<file path="src/rtl/rr_packet_arbiter_pkg.sv">
// rtl/rr_packet_arbiter_pkg.sv - shared encodings and grant-width derivation for switch arbiters
`ifndef RR_ARB_GRANT_W
`define RR_ARB_GRANT_W(n) (((n) > 1) ? $clog2(n) : 1)
`endif

package rr_packet_arbiter_pkg;

  typedef enum logic {
    ST_IDLE   = 1'b0,
    ST_LOCKED = 1'b1
  } arb_state_e;

  localparam logic MODE_STATIC = 1'b0;
  localparam logic MODE_RR     = 1'b1;

endpackage

</file>
<file path="src/rtl/rotating_priority_picker.sv">
// rtl/rotating_priority_picker.sv - combinational winner pick: round-robin from ptr, or static MSB-first
module rotating_priority_picker
  import rr_packet_arbiter_pkg::*;
#(
  parameter int IN_N = 5,
  localparam int GRANT_W = `RR_ARB_GRANT_W(IN_N)
) (
  input  logic [IN_N-1:0]    req,
  input  logic [GRANT_W-1:0] ptr,
  input  logic               mode,
  output logic [GRANT_W-1:0] winner,
  output logic               winner_vld
);

  logic [IN_N-1:0] rot;

  always_comb begin
    // Doubling the vector lets a plain right shift act as a rotate by ptr.
    rot        = IN_N'({req, req} >> ptr);
    winner     = '0;
    winner_vld = |req;
    if (mode == MODE_RR) begin
      for (int i = IN_N - 1; i >= 0; i--) begin
        if (rot[i]) winner = GRANT_W'((int'(ptr) + i) % IN_N);
      end
    end else begin
      for (int i = 0; i < IN_N; i++) begin
        if (req[i]) winner = GRANT_W'(i);
      end
    end
  end

endmodule

</file>
<file path="src/rtl/rr_packet_arbiter.sv">
// rtl/rr_packet_arbiter.sv - packet-locking output-port arbiter, round-robin or static priority
module rr_packet_arbiter
  import rr_packet_arbiter_pkg::*;
#(
  parameter int IN_N = 5,
  localparam int GRANT_W = `RR_ARB_GRANT_W(IN_N)
) (
  input  logic               clk_i,
  input  logic               rst_i,
  input  logic               mode_i,
  input  logic [IN_N-1:0]    req_i,
  input  logic [IN_N-1:0]    tail_i,
  input  logic               ready_i,
  output logic [GRANT_W-1:0] grant_o,
  output logic [IN_N-1:0]    grant_oh_o,
  output logic               grant_vld_o,
  output logic               locked_o,
  output logic               xfer_o
);

  arb_state_e         state_q, state_d;
  logic [GRANT_W-1:0] ptr_q, ptr_d;
  logic [GRANT_W-1:0] grant_q, grant_d;
  logic               mode_q, mode_d;
  logic [GRANT_W-1:0] winner;
  logic               winner_vld;

  rotating_priority_picker #(.IN_N(IN_N)) u_picker (
    .req        (req_i),
    .ptr        (ptr_q),
    .mode       (mode_i),
    .winner     (winner),
    .winner_vld (winner_vld)
  );

  always_ff @(posedge clk_i) begin
    if (rst_i) begin
      state_q <= ST_IDLE;
      ptr_q   <= '0;
      grant_q <= '0;
      mode_q  <= MODE_STATIC;
    end else begin
      state_q <= state_d;
      ptr_q   <= ptr_d;
      grant_q <= grant_d;
      mode_q  <= mode_d;
    end
  end

  assign locked_o    = (state_q == ST_LOCKED);
  assign grant_o     = grant_q;
  assign grant_oh_o  = locked_o ? (IN_N'(1) << grant_q) : '0;
  assign grant_vld_o = locked_o & req_i[grant_q];
  assign xfer_o      = grant_vld_o & ready_i;

  always_comb begin
    state_d = state_q;
    ptr_d   = ptr_q;
    grant_d = grant_q;
    mode_d  = mode_q;
    case (state_q)
      ST_IDLE: begin
        if (winner_vld) begin
          state_d = ST_LOCKED;
          grant_d = winner;
          mode_d  = mode_i;
        end
      end
      ST_LOCKED: begin
        if (xfer_o && tail_i[grant_q]) begin
          state_d = ST_IDLE;
          // The mode captured at arbitration decides whether the pointer advances.
          if (mode_q == MODE_RR)
            ptr_d = (int'(grant_q) == IN_N - 1) ? '0 : grant_q + 1'b1;
        end
      end
      default: state_d = ST_IDLE;
    endcase
  end

endmodule

</file>
<file path="config.mk">
export PLATFORM = sky130hd
export DESIGN_NAME = rr_packet_arbiter
export DESIGN_NICKNAME = d
export VERILOG_FILES = /design/src/rtl/rr_packet_arbiter_pkg.sv /design/src/rtl/rotating_priority_picker.sv /design/src/rtl/rr_packet_arbiter.sv
export SDC_FILE = /design/constraint.sdc
export NUM_CORES = 1
export LEC_CHECK = 0
export ABC_AREA = 1
export BUFFER_PORTS_ARGS = -buffer_cell sky130_fd_sc_hd__buf_4
export CAP_MARGIN = 10
export CORE_MARGIN = 5
export CORE_UTILIZATION = 30
export DETAILED_ROUTE_END_ITERATION = 12
export SLEW_MARGIN = 0
export SYNTH_ARGS = -nofsm -noshare
export SYNTH_HDL_FRONTEND = slang
export SYNTH_HIERARCHICAL = 1
export SYNTH_SLANG_ARGS = --single-unit
</file>
<file path="constraint.sdc">
create_clock -name clk_i -period 2.8 [get_ports clk_i]
set_input_delay 0.14 -clock clk_i [delete_from_list [all_inputs] [get_ports clk_i]]
set_output_delay 0.14 -clock clk_i [all_outputs]
set_load 0.05 [all_outputs]
</file>
==> results of run 1 <==
## through the flow
stage          power, mW  util [%]  cells  hold WS (ps)
2_1_floorplan      0.341         -    296           209
3_3_place_gp       0.419      36.5    395           337
3_5_place_dp       0.419      36.5    395           339
4_1_cts            0.563      37.2    398          99.3
5_1_grt            0.601      37.7    398           100
6_report           0.558      37.7    398           101
## registers in the layout, indices dropped and copies added, names as in the netlist
register / count
ptr_q: 3
grant_o: 3
locked_o: 1
mode_q: 1
## path summary, 6_finish.rpt
check                             start                 endpoint  slack (ps)  depth (start not counted)
setup / recovery  ptr_q[0]$_SDFFE_PP0P_  grant_o[0]$_SDFFE_PP0P_         290                         17
hold / removal                    rst_i      locked_o$_SDFF_PP0_         100                          2
setup reg to reg  ptr_q[0]$_SDFFE_PP0P_  grant_o[0]$_SDFFE_PP0P_         290                         17
hold reg to reg     locked_o$_SDFF_PP0_      locked_o$_SDFF_PP0_         530                          2
## power by group
part           internal, mW  switching [mW]
logic                0.0991           0.179
clock network        0.0933          0.0473
registers             0.123          0.0171
## critical path, cell delays in order, from the launching register on
cell and delay, ps:
dfxtp_2 350, inv_2 50, ha_1 390, inv_1 190, ha_1 180, inv_1 40, ha_1 250, nand3b_1 150
nand2_1 100, nand2_1 70, nand2_1 60, nand2_1 70, a21oi_1 130, nand2_1 70, nand3_1 60, nand2_1 50
o21ai_1 130, a21oi_1 50
## cells by family (layout without fill, tap and decap cells)
group           count (synthesis)  count (layout)  synth area share [%]
simple gates                  176             176                  46.2
xor+xnor                        5               5                  2.49
compound gates                 43              43                  15.4
fa+ha+maj                      23              23                  16.4
flops                           8               8                  9.12
buf+inv                        41              71                  10.4
## placed cells by master (no fill, tap or decap), types with 4 or more instances in the layout
cell,count
inv_2,10
o21ai_2,5
nand2_2,11
inv_1,25
nand4_1,4
a21oi_1,14
ha_1,21
o21ai_1,6
buf_4,31
o21ai_0,9
nand2_1,98
nor2_1,21
nand3_1,25
dfxtp_1,5
nand3_2,4
## layout make-up
cell class / instances / area, um^2
fillers: 624 / 3490
multi-input cells: 247 / 1440
flip-flops and latches: 8 / 164
repair buffers: 32 / 244
inverters: 36 / 140
well taps: 72 / 90.1
clock buffers: 3 / 41.3
## metal layers
layer	vias to the layer above	part of all wire, %	global-route usage [%]
li1	1016	-	-
met1	817	50	16.4
met2	20	46	18.4
met3	2	3.2	1.33
met4	0	0.32	1.56
met5	-	0	0
## timing repair
item,4_1_cts,5_1_grt
hold buffers,0,0
gates resized for setup,0,10
setup endpoints to repair,0,2
==> results.md, run 1 <==
- Die area: 7490 um^2
- Design Area, Final: 2120 um^2
- Std cell rows: 27
- Num ports: 25
- CTS Buffer Depth: 2
- Synth top area share: 20.9%
- Synth-to-Final Area Change: 20.4%
- Synth Area per Inst: 5.93 um^2
- Synth Register Bits: 8
- Routed wire length per instance: 10.9 um
- Crit path DAT: 2620 ps
- GRT overflow: 0
- Tmin final: 2510 ps
- Main flop type after synthesis: dfxtp_1
- Largest cells by area after synthesis: nand2_1 21%, ha_1 16%, dfxtp_1 9.1%, nand3_1 7.1%, inv_1 6.0%
- Vias per cell: 4.66
- Fraction of layout instances using a drive strength above 1: 25.2%
- CP Max Fanout: 7
- Status: finished, final reports clean
- DR vias: 1,855
- Worst-Skew Late Latency: 230 ps
- Final setup viols: 0
- Hold Violations, Final: 0
- DR pass1 iterations: 4
- Leakage Power: 1.10 nW
- CP Capture Type: flop
- Postcts setup bufs: 0
- Max-cap violations: 0
- Nets@finish: 365
- Crit share post-route: 89.7%
- Final WL: 4340 um
- Sequential-to-total area share from yosys stat: 9.12%
- Synth area leader: nand2_1
- Ant. Diodes: 0
- Critical Path Start Type: flop
- Number of synthesized flops with an enable pin: 0
- DP Worst Slack: 189 ps
- Worst-path clk slew: 40 ps
- Slew headroom: 73.6%
- Root buffer cell: clkbuf_8
- Htree depth: 1
- Placed inst area: 2040 um^2
- Post-synthesis instance total: 296
- Die height: 86.5 um
- Hpwl dp: 3540 um
- Required time of the critical path: 2910 ps
- TritonCTS Buffers: 3
- Gp weighted congestion: 0.801
- Total track usage: 11.4%
- Cell variety after synth: 34
- Synth warnings: 6
- Most frequent cells after synthesis: 98 x nand2_1, 28 x inv_1, 25 x nand3_1, 23 x ha_1, 21 x nor2_1
- Post-synth ARST share: 0%
- Most frequent cell after synthesis: nand2_1
- I/O Buffers: 24
- DRT iter0 DRCs: 63
- Fmax: 0.398 GHz
- DRC: 0
- Die W: 86.5 um
- Clk_skew: 0.815 ps
- Worst vdd ir: 0.125 mV
- Initial Util: 31.3%
- Syn_nets: 333
- CP Class: reg2reg
- Setup TNS: 0 ps
- CTS sink cnt: 8
- Post-Syn Area: 1760 um^2
- Worst hold path class: in2reg
- Initial antenna violation count: 0
- Worst Tran Pin Value: 394 ps
- Max Slew Vio Count: 0
- Vias in the first global route: 1,628
- ANT nets after route: 0
- Core Region: 5610 um^2
- First-pass GRT wire length: 7270 um
- TritonCTS clock tree: done
- Final WS setup: 288 ps
- Largest net degree at the start of global routing: 16
- PwrDens: 264 nW/um^2
(Power assumes the default switching activity.)
==> run 2: changes to the inputs <==
--- a/config.mk
+++ b/config.mk
@@ -10,2 +10,4 @@
 export CAP_MARGIN = 10
+export CELL_PAD_IN_SITES_DETAIL_PLACEMENT = 0
+export CELL_PAD_IN_SITES_GLOBAL_PLACEMENT = 1
 export CORE_MARGIN = 5
@@ -13,2 +15,3 @@
 export DETAILED_ROUTE_END_ITERATION = 12
+export PLACE_DENSITY_LB_ADDON = 0.1
 export SLEW_MARGIN = 0
==> constraint.sdc (replaced) <==
create_clock -name clk_i -period 2.8 [get_ports clk_i]
set_input_delay 0.42 -clock clk_i [delete_from_list [all_inputs] [get_ports clk_i]]
set_output_delay 0.42 -clock clk_i [all_outputs]
set_load 0.05 [all_outputs]
==> run 2 against run 1 <==
Compared with the run above:
- clock skew rose by 1.8 ps
- first-iteration DRC count increased by 25%
- clock power about the same
==> results.md, run 2 (synthesized netlist as in run 1, its figures left out) <==
- R2R Setup Slk: 350 ps
- Core Region: 5610 um^2
- Status: finished, final reports clean
- Ant. Diodes: 0
- Crit path DAT: 2560 ps
- Final WL: 5010 um
- Fmax: 0.408 GHz
- Worst-Skew Late Latency: 230 ps
- Hpwl dp: 4070 um
- R2R cell count: 19
- Worst path cell trace: buf_4 -> ha_1 -> nand2_1 -> nand2_1 -> xor2_2 -> ha_1 -> inv_1 -> nand2_1 -> nand3_1 -> nand2_1 -> nand2_1 -> a21oi_1 -> nand2_1 -> nand3_1 -> nand2_1 -> nand3_1 -> nand2_1 -> o21ai_1 -> a21oi_1
- DR vias: 1,887
- Hold Path Stages: 2
- Total power: 562 uW
- WP buf/inv: 2
- Worst Tran Pin Value: 418 ps
- Initial Util: 31.3%
- Num ports: 25
- Htree depth: 1
- Commonest non-fill, non-tap cell in the layout: nand2_1
- Crit share post-route: 87.6%
- DRC: 0
- Gp weighted congestion: 0.776
- Initial antenna violation count: 0
- R2r endpoint: grant_o[0]$_SDFFE_PP0P_
- Leakage Power: 1.12 nW
- TritonCTS clock tree: done
- Die W: 86.5 um
- CP most frequent cell: nand2_1
- Die height: 86.5 um
- PwrDens: 262 nW/um^2
- CP Class: reg2reg
- ANT nets after route: 0
- Final setup viols: 0
- HP Start: rst_i
- First-pass GRT wire length: 8600 um
- CTS sink cnt: 8
- DR pass1 iterations: 4
- TritonCTS Buffers: 3
- Postcts setup bufs: 0
- Final WS setup: 347 ps
- Worst Hold End: locked_o$_SDFF_PP0_
- Worst-path clk slew: 40 ps
- Worst hold path class: in2reg
- Vias in the first global route: 1,827
- Total track usage: 14.0%
- Worst vdd ir: 0.145 mV
- DRT iter0 DRCs: 79
- RSZ-0062 raised after global routing: no
- CP Max Fanout: 6
- GRT overflow: 0
- Reg-to-Reg Start: ptr_q[1]$_SDFFE_PP0P_
- Placed inst area: 2070 um^2
- Max Slew Vio Count: 0
- Final Util: 38.2%
- Fraction of layout instances using a drive strength above 1: 25.5%
- Dpl cells: 398
- Slew headroom: 72.1%
- I/O Buffers: 24
- Hold WS: 387 ps
- Slowest library cell on the worst path: dfxtp_1
- CTS Buffer Depth: 2
- Largest delay share family, worst path: simple AND/OR/NAND/NOR gates
- Tmin final: 2450 ps
- Non-filler cells, final: 401
- Required time of the critical path: 2910 ps
- Critical Path Start Type: flop
- Largest net degree at the start of global routing: 17
- Std cell rows: 27
- Die area: 7490 um^2
- Most frequent cells in the layout: 98 x nand2_1, 35 x buf_4, 25 x inv_1, 25 x nand3_1, 22 x ha_1
- Setup TNS: 0 ps
- Vias per cell: 4.71
- Synth-to-Final Area Change: 21.9%
- Max-cap violations: 0
- Crit-path max cell delay: 370 ps
- Routed wire length per instance: 12.5 um
- Clk_skew: 2.64 ps
- CP Capture Type: flop
- Root buffer cell: clkbuf_8
- Design Area, Final: 2140 um^2
- DP Worst Slack: 174 ps
- Hold Violations, Final: 0
- Nets@finish: 368
==> run 2: changes by cell type in the layout (fill, tap and decap cells not counted), sizes merged <==
cell	before	now
buf	32	35
==> run 2: area by class of cell <==
| type | count | area, um^2 |
|---|---|---|
| clock buffer | 3 | 41.3 |
| fill | 642 | 3470 |
| inverter | 36 | 140 |
| multi-input combinational | 247 | 1440 |
| sequential | 8 | 165 |
| tap | 72 | 90.1 |
| timing repair buffer | 35 | 263 |
==> run 2: timing repair <==
item	CTS	global route
resized for setup	0	9
hold buffers	0	0
endpoints found under the setup margin	0	2
endpoints found under the hold margin	0	0
==> run 2: report_power, final <==
| group | switching (mW) | internal, mW |
|---|---|---|
| clock network | 0.0463 | 0.0932 |
| logic | 0.183 | 0.0996 |
| registers | 0.0174 | 0.122 |
| total | 0.247 | 0.315 |
==> run 2: worst max path at each step <==
stage | start | to | cells after the start
final | ptr_q[1]$_SDFFE_PP0P_ | grant_o[0]$_SDFFE_PP0P_ | 19
after global routing | ptr_q[0]$_SDFFE_PP0P_ | grant_o[1]$_SDFFE_PP0P_ | 25
after global placement | ptr_q[1]$_SDFFE_PP0P_ | grant_o[0]$_SDFFE_PP0P_ | 19
after floorplan | ptr_q[0]$_SDFFE_PP0P_ | grant_o[1]$_SDFFE_PP0P_ | 26
after detailed placement | ptr_q[0]$_SDFFE_PP0P_ | grant_o[1]$_SDFFE_PP0P_ | 25
after CTS | ptr_q[0]$_SDFFE_PP0P_ | grant_o[1]$_SDFFE_PP0P_ | 25
==> run 2: routing by layer <==
metal / wire length [um] / vias up / GRT usage, %
met4: 27 / 0 / 2.27
li1: - / 1018 / -
met2: 2230 / 25 / 22.5
met3: 158 / 5 / 2.38
met1: 2590 / 839 / 19.7
met5: 0 / - / 0
